<file path="config.mk">
export PLATFORM = sky130hd
export DESIGN_NAME = ps2_dev_tx
export DESIGN_NICKNAME = d
export VERILOG_FILES = /design/src/rtl/ps2_dev_tx.sv
export SDC_FILE = /design/constraint.sdc
export NUM_CORES = 1
export LEC_CHECK = 0
export ABC_AREA = 1
export CORE_ASPECT_RATIO = 2
export CORE_MARGIN = 8
export CORE_UTILIZATION = 50
export CTS_CLUSTER_SIZE = 40
export DETAILED_ROUTE_END_ITERATION = 10
export DONT_BUFFER_PORTS = 1
export HOLD_SLACK_MARGIN = 0.02
export SETUP_SLACK_MARGIN = 0.3
export SKIP_CTS_REPAIR_TIMING = 1
export SYNTH_ARGS = -nofsm -noshare
export SYNTH_HDL_FRONTEND = slang
export SYNTH_SLANG_ARGS = --single-unit
</file>
<file path="constraint.sdc">
create_clock -name i_clk_sys -period 4.05 [get_ports i_clk_sys]
set_clock_uncertainty 0.2 [all_clocks]
set_input_delay 0.405 -clock i_clk_sys [delete_from_list [all_inputs] [get_ports i_clk_sys]]
set_output_delay 0.405 -clock i_clk_sys [all_outputs]
set_load 0.05 [all_outputs]
</file>
<file path="src/rtl/ps2_dev_tx.sv">
// ps2_dev_tx
// Device-side PS/2 transmitter. Bytes written through i_din/i_din_wr are
// queued in a small FIFO and sent one by one as 11-bit PS/2 frames
// (start, d0..d7, odd parity, stop) on released-high clock/data lines.
// A host inhibit cancels the frame in progress. The same byte is then
// resent once the host has released the clock for a full idle gap.
//
// Ports
//   i_clk_sys      system clock, the only clock
//   i_reset        synchronous active-high reset
//   i_din          byte to queue
//   i_din_wr       one-cycle write strobe for i_din
//   i_inhibit      host is holding the clock low (already synchronised)
//   o_ps2_clk_out  PS/2 clock line, 1 = released
//   o_ps2_dat_out  PS/2 data line, 1 = released
//   o_full         FIFO holds FIFO_DEPTH bytes
//   o_busy         frame machine active or bytes still queued
//   o_overflow     one-cycle pulse when a write is dropped on a full FIFO
module ps2_dev_tx #(
    parameter int CLK_HZ     = 21477270,
    parameter int PS2_HZ     = 12000,
    parameter int FIFO_DEPTH = 8,
    parameter int GAP_BITS   = 2
) (
    input  logic       i_clk_sys,
    input  logic       i_reset,
    input  logic [7:0] i_din,
    input  logic       i_din_wr,
    input  logic       i_inhibit,
    output logic       o_ps2_clk_out,
    output logic       o_ps2_dat_out,
    output logic       o_full,
    output logic       o_busy,
    output logic       o_overflow
);

    // HALF is the length of one clock phase. GAP_CYC is the idle time
    // enforced after every frame and after every abort. GAP_BITS is
    // expected to be at least 1.
    localparam int HALF    = CLK_HZ / (2 * PS2_HZ);
    localparam int GAP_CYC = GAP_BITS * 2 * HALF;
    localparam int PH_W    = (HALF > 1) ? $clog2(HALF) : 1;
    localparam int GAP_W   = (GAP_CYC > 1) ? $clog2(GAP_CYC) : 1;
    localparam int PTR_W   = $clog2(FIFO_DEPTH);
    localparam int CNT_W   = $clog2(FIFO_DEPTH + 1);

    localparam logic [PH_W-1:0]  HALF_LAST = PH_W'(HALF - 1);
    localparam logic [GAP_W-1:0] GAP_LAST  = GAP_W'(GAP_CYC - 1);
    localparam logic [CNT_W-1:0] FULL_CNT  = CNT_W'(FIFO_DEPTH);
    localparam logic [3:0]       STOP_IDX  = 4'd10;

    typedef enum logic [1:0] {
        IDLE,
        SEND,
        GAP
    } txState_t;

    // FIFO storage and bookkeeping
    logic [7:0]       r_mem [FIFO_DEPTH];
    logic [PTR_W-1:0] r_wrPtr;
    logic [PTR_W-1:0] r_rdPtr;
    logic [CNT_W-1:0] r_count;

    // Frame machine state
    txState_t         r_state;
    logic [3:0]       r_bitIdx;
    logic             r_phaseLow;
    logic [PH_W-1:0]  r_phaseCnt;
    logic [GAP_W-1:0] r_gapCnt;
    logic             r_ps2Clk;
    logic             r_ps2Dat;

    // Next-state values from the frame machine
    txState_t         w_stateNext;
    logic [3:0]       w_bitNext;
    logic             w_phaseLowNext;
    logic [PH_W-1:0]  w_phaseCntNext;
    logic [GAP_W-1:0] w_gapCntNext;
    logic             w_clkNext;
    logic             w_datNext;
    logic             w_pop;

    logic             w_full;
    logic             w_push;
    logic [7:0]       w_headByte;
    logic [10:0]      w_frameBits;

    assign w_full     = (r_count == FULL_CNT);
    // A full FIFO still accepts a write in the cycle its head is popped.
    assign w_push     = i_din_wr && (!w_full || w_pop);
    assign w_headByte = r_mem[r_rdPtr];
    // Bit 0 goes out first. Parity is odd over the data byte.
    assign w_frameBits = {1'b1, ~^w_headByte, w_headByte, 1'b0};

    // Byte storage. It needs no reset because the pointers decide what is valid.
    always_ff @(posedge i_clk_sys) begin
        if (w_push) begin
            r_mem[r_wrPtr] <= i_din;
        end
    end

    // FIFO pointers and occupancy. The head is only released after its
    // stop bit, so an aborted frame finds the same byte at the head again.
    always_ff @(posedge i_clk_sys) begin
        if (i_reset) begin
            r_wrPtr <= '0;
            r_rdPtr <= '0;
            r_count <= '0;
        end else begin
            if (w_push) begin
                r_wrPtr <= r_wrPtr + 1'b1;
            end
            if (w_pop) begin
                r_rdPtr <= r_rdPtr + 1'b1;
            end
            if (w_push && !w_pop) begin
                r_count <= r_count + 1'b1;
            end else if (!w_push && w_pop) begin
                r_count <= r_count - 1'b1;
            end
        end
    end

    // Frame machine state register. The line drivers are registered here
    // too, so the open-drain outputs never glitch between states.
    always_ff @(posedge i_clk_sys) begin
        if (i_reset) begin
            r_state    <= IDLE;
            r_bitIdx   <= '0;
            r_phaseLow <= 1'b0;
            r_phaseCnt <= '0;
            r_gapCnt   <= '0;
            r_ps2Clk   <= 1'b1;
            r_ps2Dat   <= 1'b1;
        end else begin
            r_state    <= w_stateNext;
            r_bitIdx   <= w_bitNext;
            r_phaseLow <= w_phaseLowNext;
            r_phaseCnt <= w_phaseCntNext;
            r_gapCnt   <= w_gapCntNext;
            r_ps2Clk   <= w_clkNext;
            r_ps2Dat   <= w_datNext;
        end
    end

    // Frame machine next-state logic. Each bit is a high phase (the data
    // changes on its first cycle) followed by a low phase of equal length.
    // Host inhibit beats everything else, even on the last cycle of the
    // stop bit, and always leads through the full idle gap.
    always_comb begin
        w_stateNext    = r_state;
        w_bitNext      = r_bitIdx;
        w_phaseLowNext = r_phaseLow;
        w_phaseCntNext = r_phaseCnt;
        w_gapCntNext   = r_gapCnt;
        w_clkNext      = 1'b1;
        w_datNext      = 1'b1;
        w_pop          = 1'b0;

        case (r_state)
            IDLE: begin
                if (i_inhibit) begin
                    // Hold off so the device never starts right after a release.
                    w_stateNext  = GAP;
                    w_gapCntNext = '0;
                end else if (r_count != '0) begin
                    w_stateNext    = SEND;
                    w_bitNext      = '0;
                    w_phaseLowNext = 1'b0;
                    w_phaseCntNext = '0;
                    w_datNext      = 1'b0;
                end
            end

            SEND: begin
                if (i_inhibit) begin
                    w_stateNext  = GAP;
                    w_gapCntNext = '0;
                end else if (r_phaseCnt != HALF_LAST) begin
                    w_phaseCntNext = r_phaseCnt + 1'b1;
                    w_clkNext      = !r_phaseLow;
                    w_datNext      = w_frameBits[r_bitIdx];
                end else if (!r_phaseLow) begin
                    w_phaseCntNext = '0;
                    w_phaseLowNext = 1'b1;
                    w_clkNext      = 1'b0;
                    w_datNext      = w_frameBits[r_bitIdx];
                end else if (r_bitIdx == STOP_IDX) begin
                    w_pop          = 1'b1;
                    w_stateNext    = GAP;
                    w_gapCntNext   = '0;
                    w_phaseCntNext = '0;
                    w_phaseLowNext = 1'b0;
                    w_bitNext      = '0;
                end else begin
                    w_phaseCntNext = '0;
                    w_phaseLowNext = 1'b0;
                    w_bitNext      = r_bitIdx + 4'd1;
                    w_datNext      = w_frameBits[r_bitIdx + 4'd1];
                end
            end

            GAP: begin
                if (i_inhibit) begin
                    w_gapCntNext = '0;
                end else if (r_gapCnt == GAP_LAST) begin
                    w_stateNext  = IDLE;
                    w_gapCntNext = '0;
                end else begin
                    w_gapCntNext = r_gapCnt + 1'b1;
                end
            end

            default: begin
                w_stateNext = IDLE;
            end
        endcase
    end

    assign o_ps2_clk_out = r_ps2Clk;
    assign o_ps2_dat_out = r_ps2Dat;
    assign o_full        = w_full;
    assign o_busy        = (r_state != IDLE) || (r_count != '0);
    assign o_overflow    = i_din_wr && w_full && !w_pop;

endmodule
</file>
# After elaboration in Yosys (flattened, before gate mapping)
# Memory sizes are Yosys's and may differ from the RTL's. A register that Yosys moved wholly into a read port is not among the register bits.
# Index checks and enable logic that the tools add are counted.
[word_totals] mem_bits_rw=64 n_memories=1 inputBits=12 ff_bits=41 output_inout_bits=5
[op_classes] add_sub_neg=7 n_mux=59 n_reduce_logical=24 eq_ne=18 order_cmp=2 bitwise_logic=1
[mem_list] memory="r_mem" depth=8 word_bits=8 rd=1 rd_clocked_by_memory_dff=1 write_ports=1 line="59" source="logic [7:0] r_mem [FIFO_DEPTH];"
[op_table] cell="2-to-1 mux 12 bit" n=7
[op_table] cell="2-to-1 mux 10 bit" n=4
[op_table] cell="case mux 12 bit (3 select lines)" n=1
[op_table] cell="2-to-1 mux 4 bit" n=8
[op_table] cell="2-to-1 mux 1 bit" n=22
[op_table] cell="case mux 10 bit (2 select lines)" n=1
[op_table] cell="2-to-1 mux 2 bit" n=8
[op_table] cell="!= test 2 bit, second input constant" n=8
[op_table] cell="adder 12 x 1 -> 12 bit, second input constant" n=1
[op_table] cell="== test 12 bit, second input constant" n=1
[op_table] cell="!= test 3 bit, second input constant" n=4
[op_table] cell="AND reduction 6 bit" n=2
[op_table] cell="adder 10 x 1 -> 10 bit, second input constant" n=1
[op_table] cell="< comparator 4 x 5 -> 1 bit, second input constant" n=2
[op_table] cell="!= test 10 bit, second input constant" n=1
[op_table] cell="AND reduction 5 bit" n=2
[op_table] cell="adder 4 x 1 -> 4 bit, second input constant" n=2
[op_table] cell="binary-select mux 1 bit (select 4 bit)" n=2
[op_table] cell="== test 4 bit, second input constant" n=2
[op_table] cell="case mux 4 bit (2 select lines)" n=1
[op_table] cell="XNOR reduction 8 bit" n=1
[op_table] cell="adder 3 x 1 -> 3 bit, second input constant" n=2
[op_table] cell="2-to-1 mux 3 bit" n=2
[op_table] cell="case mux 2 bit (3 select lines)" n=1
[op_table] cell="other kinds (14)" n=25

# Logic depth before layout (Yosys ltp)
# Gate-level depths: netlist of the first run.
[depth] depth_word=12 mapped_depth=22

# Worst setup path before layout of the first run
# No wires, ideal clock.
[synth_timing] kind="reg-to-reg" start="register r_count[0]" end="register r_count[3]" arrival_time_ps=3472 path_stages_with_launch=16 path_slack_ps=258 path_buffers=0 cell_sequence="dfxtp_1 or2_2 nor3_1 nand2_1 nand2_2 inv_2 ha_1 inv_1 ha_1 and3_1 a211oi_1 nor2_1 nor2_1 nand2_1 o21ai_0 a21oi_1"
[synth_via] elab_chain_len=7
[synth_rtl] element="from (decl)" line="62" source="logic [CNT_W-1:0] r_count;"
[synth_rtl] element="from (signal assigned)" line="117" source="r_count <= r_count + 1'b1;"
[synth_rtl] element="from (signal assigned)" line="119" source="r_count <= r_count - 1'b1;"
[synth_rtl] element="== test 4 bit *" line="88" source="assign w_full = (r_count == FULL_CNT);"
[synth_rtl] element="named net o_full" line="32" source="output logic o_full,"
[synth_rtl] element="zero test 1 bit *" line="90" source="assign w_push = i_din_wr && (!w_full || w_pop);"
[synth_rtl] element="logical OR 1 bit *" line="90"
[synth_rtl] element="logical AND 1 bit *" line="90"
[synth_rtl] element="named net w_push" line="84" source="logic w_push;"
[synth_rtl] element="zero test 1 bit" line="118" source="end else if (!w_push && w_pop) begin"
[synth_rtl] element="logical AND 1 bit" line="118"
[synth_rtl] element="nonzero test 2 bit (no line)"
# Mark *: on every way through the listed nets, which the timed path passes. The rest lies on a longest branch. The select of a mux whose other input is x is not followed.
# A chain may end at the register's enable or synchronous reset.

# Worst setup path in the final report of the first run
[layout_timing] start="register r_phaseCnt[0]" end="register r_count[3]"
[layout_via] elab_chain_len=9
[layout_rtl] element="from (decl)" line="68" source="logic [PH_W-1:0] r_phaseCnt;"
[layout_rtl] element="from (signal assigned)" line="139" source="r_phaseCnt <= w_phaseCntNext;"
[layout_rtl] element="!= test 10 bit *" line="179" source="end else if (r_phaseCnt != HALF_LAST) begin"
[layout_rtl] element="2-to-1 mux 1 bit *" line="179"
[layout_rtl] element="2-to-1 mux 1 bit *" line="176" source="if (i_inhibit) begin"
[layout_rtl] element="2-to-1 mux 1 bit *" line="160" source="case (r_state)"
[layout_rtl] element="logical OR 1 bit *" line="90"
[layout_rtl] element="logical AND 1 bit *" line="90"
[layout_rtl] element="named net w_push" line="84"
[layout_rtl] element="zero test 1 bit" line="118"
[layout_rtl] element="logical AND 1 bit" line="118"
[layout_rtl] element="nonzero test 2 bit (no line)"
# Mark *: on every way through the listed nets, which the timed path passes. The rest lies on a longest branch.

==> results of run 1 <==
==> worst max path at each step <==
| stage | end | slack (ns) | depth (start not counted) |
|---|---|---|---|
| 2_1_floorplan | r_count[3] | 0.76 | 15 |
| 3_3_place_gp | r_count[3] | 0.75 | 19 |
| 3_5_place_dp | r_count[3] | 0.68 | 19 |
| 4_1_cts | r_count[3] | 0.68 | 19 |
| 5_1_grt | r_count[3] | 0.36 | 19 |
| 6_report | r_count[3] | 0.69 | 19 |
==> metal layers <==
metal	wire length, um	track usage, %	vias up
li1	-	-	2222
met1	4560	15.9	1998
met2	6920	34.2	53
met3	344	3.57	18
met4	264	7.55	0
met5	0	0	-
==> power breakdown <==
| part | total (W) | switching [W] | internal (W) |
|---|---|---|---|
| Clock | 0.000898 | 0.000407 | 0.000491 |
| Sequential | 0.00130 | 0.0000693 | 0.00123 |
| Combinational | 0.000580 | 0.000390 | 0.000190 |
| Total | 0.00278 | 0.000866 | 0.00191 |
==> logic make-up after synthesis <==
logic type	synth area share, %
xor gates and xnor gates	0.797
DFF	51.0
AOI/OAI and AO/OA	7.26
buffers and inverters	10.3
and+or+nand+nor	28.0
adders and majority gates	2.64
==> per-stage QoR <==
step                util (%)  instance area, um2  hold slack [ns]  instances  worst slack (ns)
floorplan                  -                5500            0.236        681             0.765
global placement        52.2                5650            0.253        817             0.749
detailed placement      52.2                5650            0.260        817             0.683
CTS                     55.1                5960          -0.0981        833             0.685
global route            55.9                6050           0.0575        842             0.363
finish                  55.9                6050           0.0375        842             0.693
==> layout make-up <==
class | instances | area [um2] | area share, %
Timing Repair Buffer | 22 | 188 | 3.10
Clock buffer | 9 | 225 | 3.72
Multi-Input combinational cell | 439 | 2130 | 35.2
Tap cell | 140 | 175 | 2.90
Clock inverter | 7 | 83.8 | 1.39
Inverter | 117 | 442 | 7.30
Sequential cell | 108 | 2800 | 46.3
==> registers in the layout (all words and copies together) (netlist names), named ones only <==
| name | count |
|---|---|
| r_bitIdx | 4 |
| r_gapCnt | 12 |
| r_mem | 64 |
| r_phaseLow | 1 |
| o_ps2_dat_out | 1 |
| r_rdPtr | 3 |
| r_state | 2 |
| o_ps2_clk_out | 1 |
| r_count | 4 |
| r_phaseCnt | 10 |
| r_wrPtr | 3 |
==> tightest hold or removal path, cell delays in order <==
cell and delay (ns):
nor2_1 0.02, o21ai_0 0.07, inv_1 0.04
==> cell usage in the layout (no fill, tap or decap), drive strengths merged, types with 3 or more instances in the layout <==
cell           n
dfxtp         44
clkbuf         9
inv          120
nand4          5
nand2        206
a21oi         33
xor2           3
ha            10
a211oi         6
dlygate4sd3    9
nor2          52
nand3         60
nor3          18
o21ai         27
nor4           3
edfxtp        64
buf           13
or2            3
==> impl_results.md, run 1 <==
* Outcome: complete, no violations
* Worst EP arrival at approximately 3.4 ns
* Share of the synthesized area in the top cell type at 35.0%
* Max-Slew Margin vs Limit at approximately three fifths
* Final ANT Viol Nets at 0
* CP Class: reg -> reg
* Rows at 54
* Synth top area cells: edfxtp_1, dfxtp_1, nand2_1
* Final GP Congestion at 0.865
* CTS tree: built
* Hold Path Sink: r_count[2]
* Count of input and output buffers at 0
* Fraction of layout cells with a size suffix above 1 at around 8.4%
* Critical-path cell list: ha_1 -> nand3_1 -> nor4_2 -> nand2_2 -> inv_2 -> nand3_4 -> nand2_1 -> nand2_2 -> inv_2 -> ha_1 -> inv_1 -> ha_1 -> and3_1 -> a211oi_1 -> nor2_1 -> nor2_1 -> nand2_1 -> o21ai_0 -> a21oi_1
* DP HPWL at ~9000 um
* Tightest Hold Check Type: in -> reg
* R2R Path Start: r_phaseCnt[0]
* Max_cap viols at 0
* Worst-path clk slew at ~0.07 ns
* Iter 0 DRT Violations at 262
* Post-Syn Instances at 681
* Worst path buffer plus inverter count at 3
* Top Ports at 17
* Mapped Area at 5500 um2
* CTS root buf: clkbuf_16
* Area delta synth->final at 10.0%
* Top cells by count, synth: nand2_1, inv_1, edfxtp_1
* Startpoint types: flip-flop
* RSZ-0062 raised after global routing: no
* Post-synth EDFFs at 64
* Pwr Total at 0.00278 W
* Crit path capture type: flip-flop
* Final Critical Period at 3.36 ns
* Yosys Warn Count at 0
* Worst vdd rail ir drop at 0.000388 V
* Primary FF master, synth: edfxtp_1
* Hold Path Depth at 3
* Total core area at 10800 um2
* Synth Net Count at 704
* Flop2flop setup slack at 0.69 ns
* Vias in the first global route at between 4000 and 5000
* Die Wd at 90.1 um
* Max Slew Vio Count at 0
* CP dominant cell by count: ha_1
* Top delay family on crit path: simple AND/OR/NAND/NOR gates
* Pin count of the biggest net entering global routing at 36
* Syn Area/Cell at 8.07 um2
* Vias at 4291
* Worst-case clock buffer depth at 2
* RR Endpoint: r_count[3]
* Crit path max fanout at 7
* Part of the cycle the worst path needs at 82.9%
* Final setup violation count at 0
* Unique cell type count in the Yosys netlist at 39
* Diode count at 0
* Pwr dens at about 460 nW/um2
* Die height at 164 um
* Overflow after GRT at 0
* CTS buffer count at 9
* WP data required at 4.09 ns
* First-pass GRT wire length at 19900 um
* Initial antenna violation count at 0
* Setup crit start: r_phaseCnt[0]
* Most common cell in the netlist: nand2_1
* Initial Util at 50.8%
* Synth async-reset ratio at 0%
* GRT Total Usage at 17.1%
* Drt total wl at between 10000 and 15000 um
* DRC at 0
* Pre-antenna DRT Iters at 4
* Final hold violations at 0
* Slowest cell on the critical path: dfxtp_1
* Measured slew at the worst slew-check pin at 0.603 ns
* Fin Setup TNS at 0 ns
* Fmax at 0.298 GHz
* FILL cells at 981
* NumNets Final at 720
* H-tree depth at 3
* Clock latency at the later pin of the worst-skew pair at around 0.35 ns
* Die footprint at 14800 um2
* Post-synthesis sequential area ratio at 51.0%
* Synth Register Bits at 108
* Reg2Reg Depth at 19
* Leak at 2.64 nW
* Wire length per cell at 14.4 um
* Min-delay src: i_reset
* Vias per cell at between 5 and 6
* Sink Count at 108
* Synth area leader: edfxtp_1
* Crit path largest cell delay at 0.40 ns
(Power assumes the default switching activity.)
==> run 2: changes to the inputs <==
- clock period: 4.05 -> 3.1 ns (I/O delays scaled with it)
==> impl_results.md, run 2 (same netlist as run 1, synthesis figures left out) <==
* Pwr Total at 0.00366 W (+32%)
* Pre-antenna DRT Iters at 4 (unchanged)
* Fin Setup TNS at 0 ns (unchanged)
* Failing checks: hold timing
* Hold_ws at -0.171 ns (-0.208 ns)
* Vias per cell at 5.08 (-0.23%)
* Worst-path clk slew at 0.07 ns (about the same)
* Most flops, register: r_mem
* Most frequent cells in the layout: nand2_1, inv_1, edfxtp_1
* CTS root buf: clkbuf_16
* RSZ-0062 raised after global routing: yes
* Sink Count at 108 (unchanged)
* Outcome: complete, but fails checks
* Setup crit start: r_phaseCnt[0]
* Pwr dens at 580 nW/um2 (+26%)
* Die height at 164 um (unchanged)
* Final Critical Period at 2.93 ns (-0.431 ns)
* DRC at 0 (unchanged)
* Hold Path Depth at 1 (-2)
* Iter 0 DRT Violations at 244 (-6.9%)
* Count of input and output buffers at 0 (unchanged)
* Final ANT Viol Nets at 0 (unchanged)
* Die Wd at 90.1 um (unchanged)
* Pin count of the biggest net entering global routing at 35 (-2.8%)
* Die footprint at 14800 um2 (unchanged)
* Fraction of layout cells with a size suffix above 1 at 12.7% (+4.3 points)
* Diode count at 0 (unchanged)
* First-pass GRT wire length at 20700 um (+4.1%)
* Post-layout util at 58.4% (+2.4 points)
* Part of the cycle the worst path needs at 94.4% (+11 points)
* Number of flip-flops in the largest register at 64 (unchanged)
* WP data required at 3.14 ns (-0.95 ns)
* Initial antenna violation count at 0 (unchanged)
* Worst vdd rail ir drop at 0.000474 V (+22%)
* Startpoint types: flip-flop
* Wire length per cell at 14.7 um (+2.3%)
* CTS buffer count at 9 (unchanged)
* Overflow after GRT at 0 (unchanged)
* CP Class: reg -> reg
* Commonest non-fill, non-tap cell in the layout: nand2_1
* Crit path capture type: flip-flop
* RR Endpoint: r_count[3]
* GRT Total Usage at 17.7% (+0.61 points)
* Hold Path Sink: r_bitIdx[0]
* Final GP Congestion at 0.872 (+0.73%)
* NumNets Final at 742 (+3.1%)
* Crit path max fanout at 4 (-3)
* Max-Slew Margin vs Limit at 66.7% (+7.1 points)
* Vias in the first global route at 4287 (+2.0%)
* Reg2Reg Depth at 19 (unchanged)
* Flop2flop setup slack at 0.17 ns (-0.52 ns)
* Leak at 2.78 nW (+5.2%)
* Worst-case clock buffer depth at 2 (unchanged)
* Tightest Hold Check Type: in -> reg
* CTS tree: built
* Final setup violation count at 0 (unchanged)
* H-tree depth at 3 (unchanged)
* Measured slew at the worst slew-check pin at 0.498 ns (-0.105 ns)
* Area delta synth->final at 14.8%
* Min-delay src: i_reset
* Setup WS post-layout at 0.174 ns (-0.519 ns)
* Max Slew Vio Count at 0 (unchanged)
* Final hold violations at 4 (+4)
* Initial Util at 50.8% (unchanged)
* Top flop regs: r_mem: 64 flops, r_gapCnt: 12 flops, r_phaseCnt: 10 flops
* DP HPWL at 9340 um (+4.0%)
* R2R Path Start: r_phaseCnt[0]
* Clock latency at the later pin of the worst-skew pair at 0.35 ns (about the same)
* Drt total wl at 12700 um (+5.0%)
* Pre-CTS WS at -0.0134 ns (-0.697 ns)
* Worst EP arrival at 2.96 ns (-0.44 ns)
* Total core area at 10800 um2 (unchanged)
* Fmax at 0.342 GHz (+15%)
* Vias at 4393 (+2.4%)
* Max_cap viols at 0 (unchanged)
* Top Ports at 17 (unchanged)
* Rows at 54 (unchanged)
## run 2: routing by layer
| layer | track usage, % | vias up | share of wire (%) |
|---|---|---|---|
| met5 | 0 | - | 0 |
| met3 | 3.20 | 15 | 2.5 |
| li1 | - | 2264 | - |
| met4 | 7.17 | 0 | 1.9 |
| met2 | 35.5 | 48 | 58 |
| met1 | 17.0 | 2066 | 38 |
## run 2: where the power goes
group / switching, W / internal (W)
sequential: 0.0000814 / 0.00161
combinational: 0.000560 / 0.000319
clock: 0.000532 / 0.000558
## run 2: cell type report
| cell class | instances | area, um2 |
|---|---|---|
| fillers | 1031 | 4500 |
| flip-flops and latches | 108 | 2810 |
| multi-input cells | 439 | 2230 |
| inverters | 117 | 447 |
| repair buffers | 44 | 365 |
| clock buffers | 9 | 225 |
| well taps | 140 | 175 |
| clock inverters | 7 | 57.6 |
## run 2: worst max-delay path: stages, from the launching register on
cell	delay, ns
dfxtp_4	0.38
ha_4	0.15
nand3_4	0.06
nor4_4	0.28
nand2_2	0.13
inv_2	0.11
nand3_4	0.09
nand2_4	0.08
nand2_4	0.06
inv_4	0.07
ha_4	0.14
inv_4	0.05
ha_1	0.27
and3_4	0.17
a211oi_2	0.18
nor2_1	0.06
nor2_1	0.12
nand2_2	0.08
o21ai_2	0.10
a21oi_1	0.05
## run 2: worst max path at each step
stage                     slack (ns)  depth (start not counted)         end
after global routing          -0.002                         20  r_count[3]
after detailed placement       -0.01                         20  r_count[3]
final                           0.17                         19  r_count[3]
after floorplan                 0.19                         20  r_count[3]
after CTS                      -0.02                         19  r_count[3]
after global placement          0.07                         20  r_count[3]
## run 2: metrics by stage
stage | instances | cell area, um2
floorplan | 681 | 5580
global placement | 827 | 5800
detailed placement | 827 | 5800
CTS | 843 | 6080
global route | 864 | 6310
finish | 864 | 6310
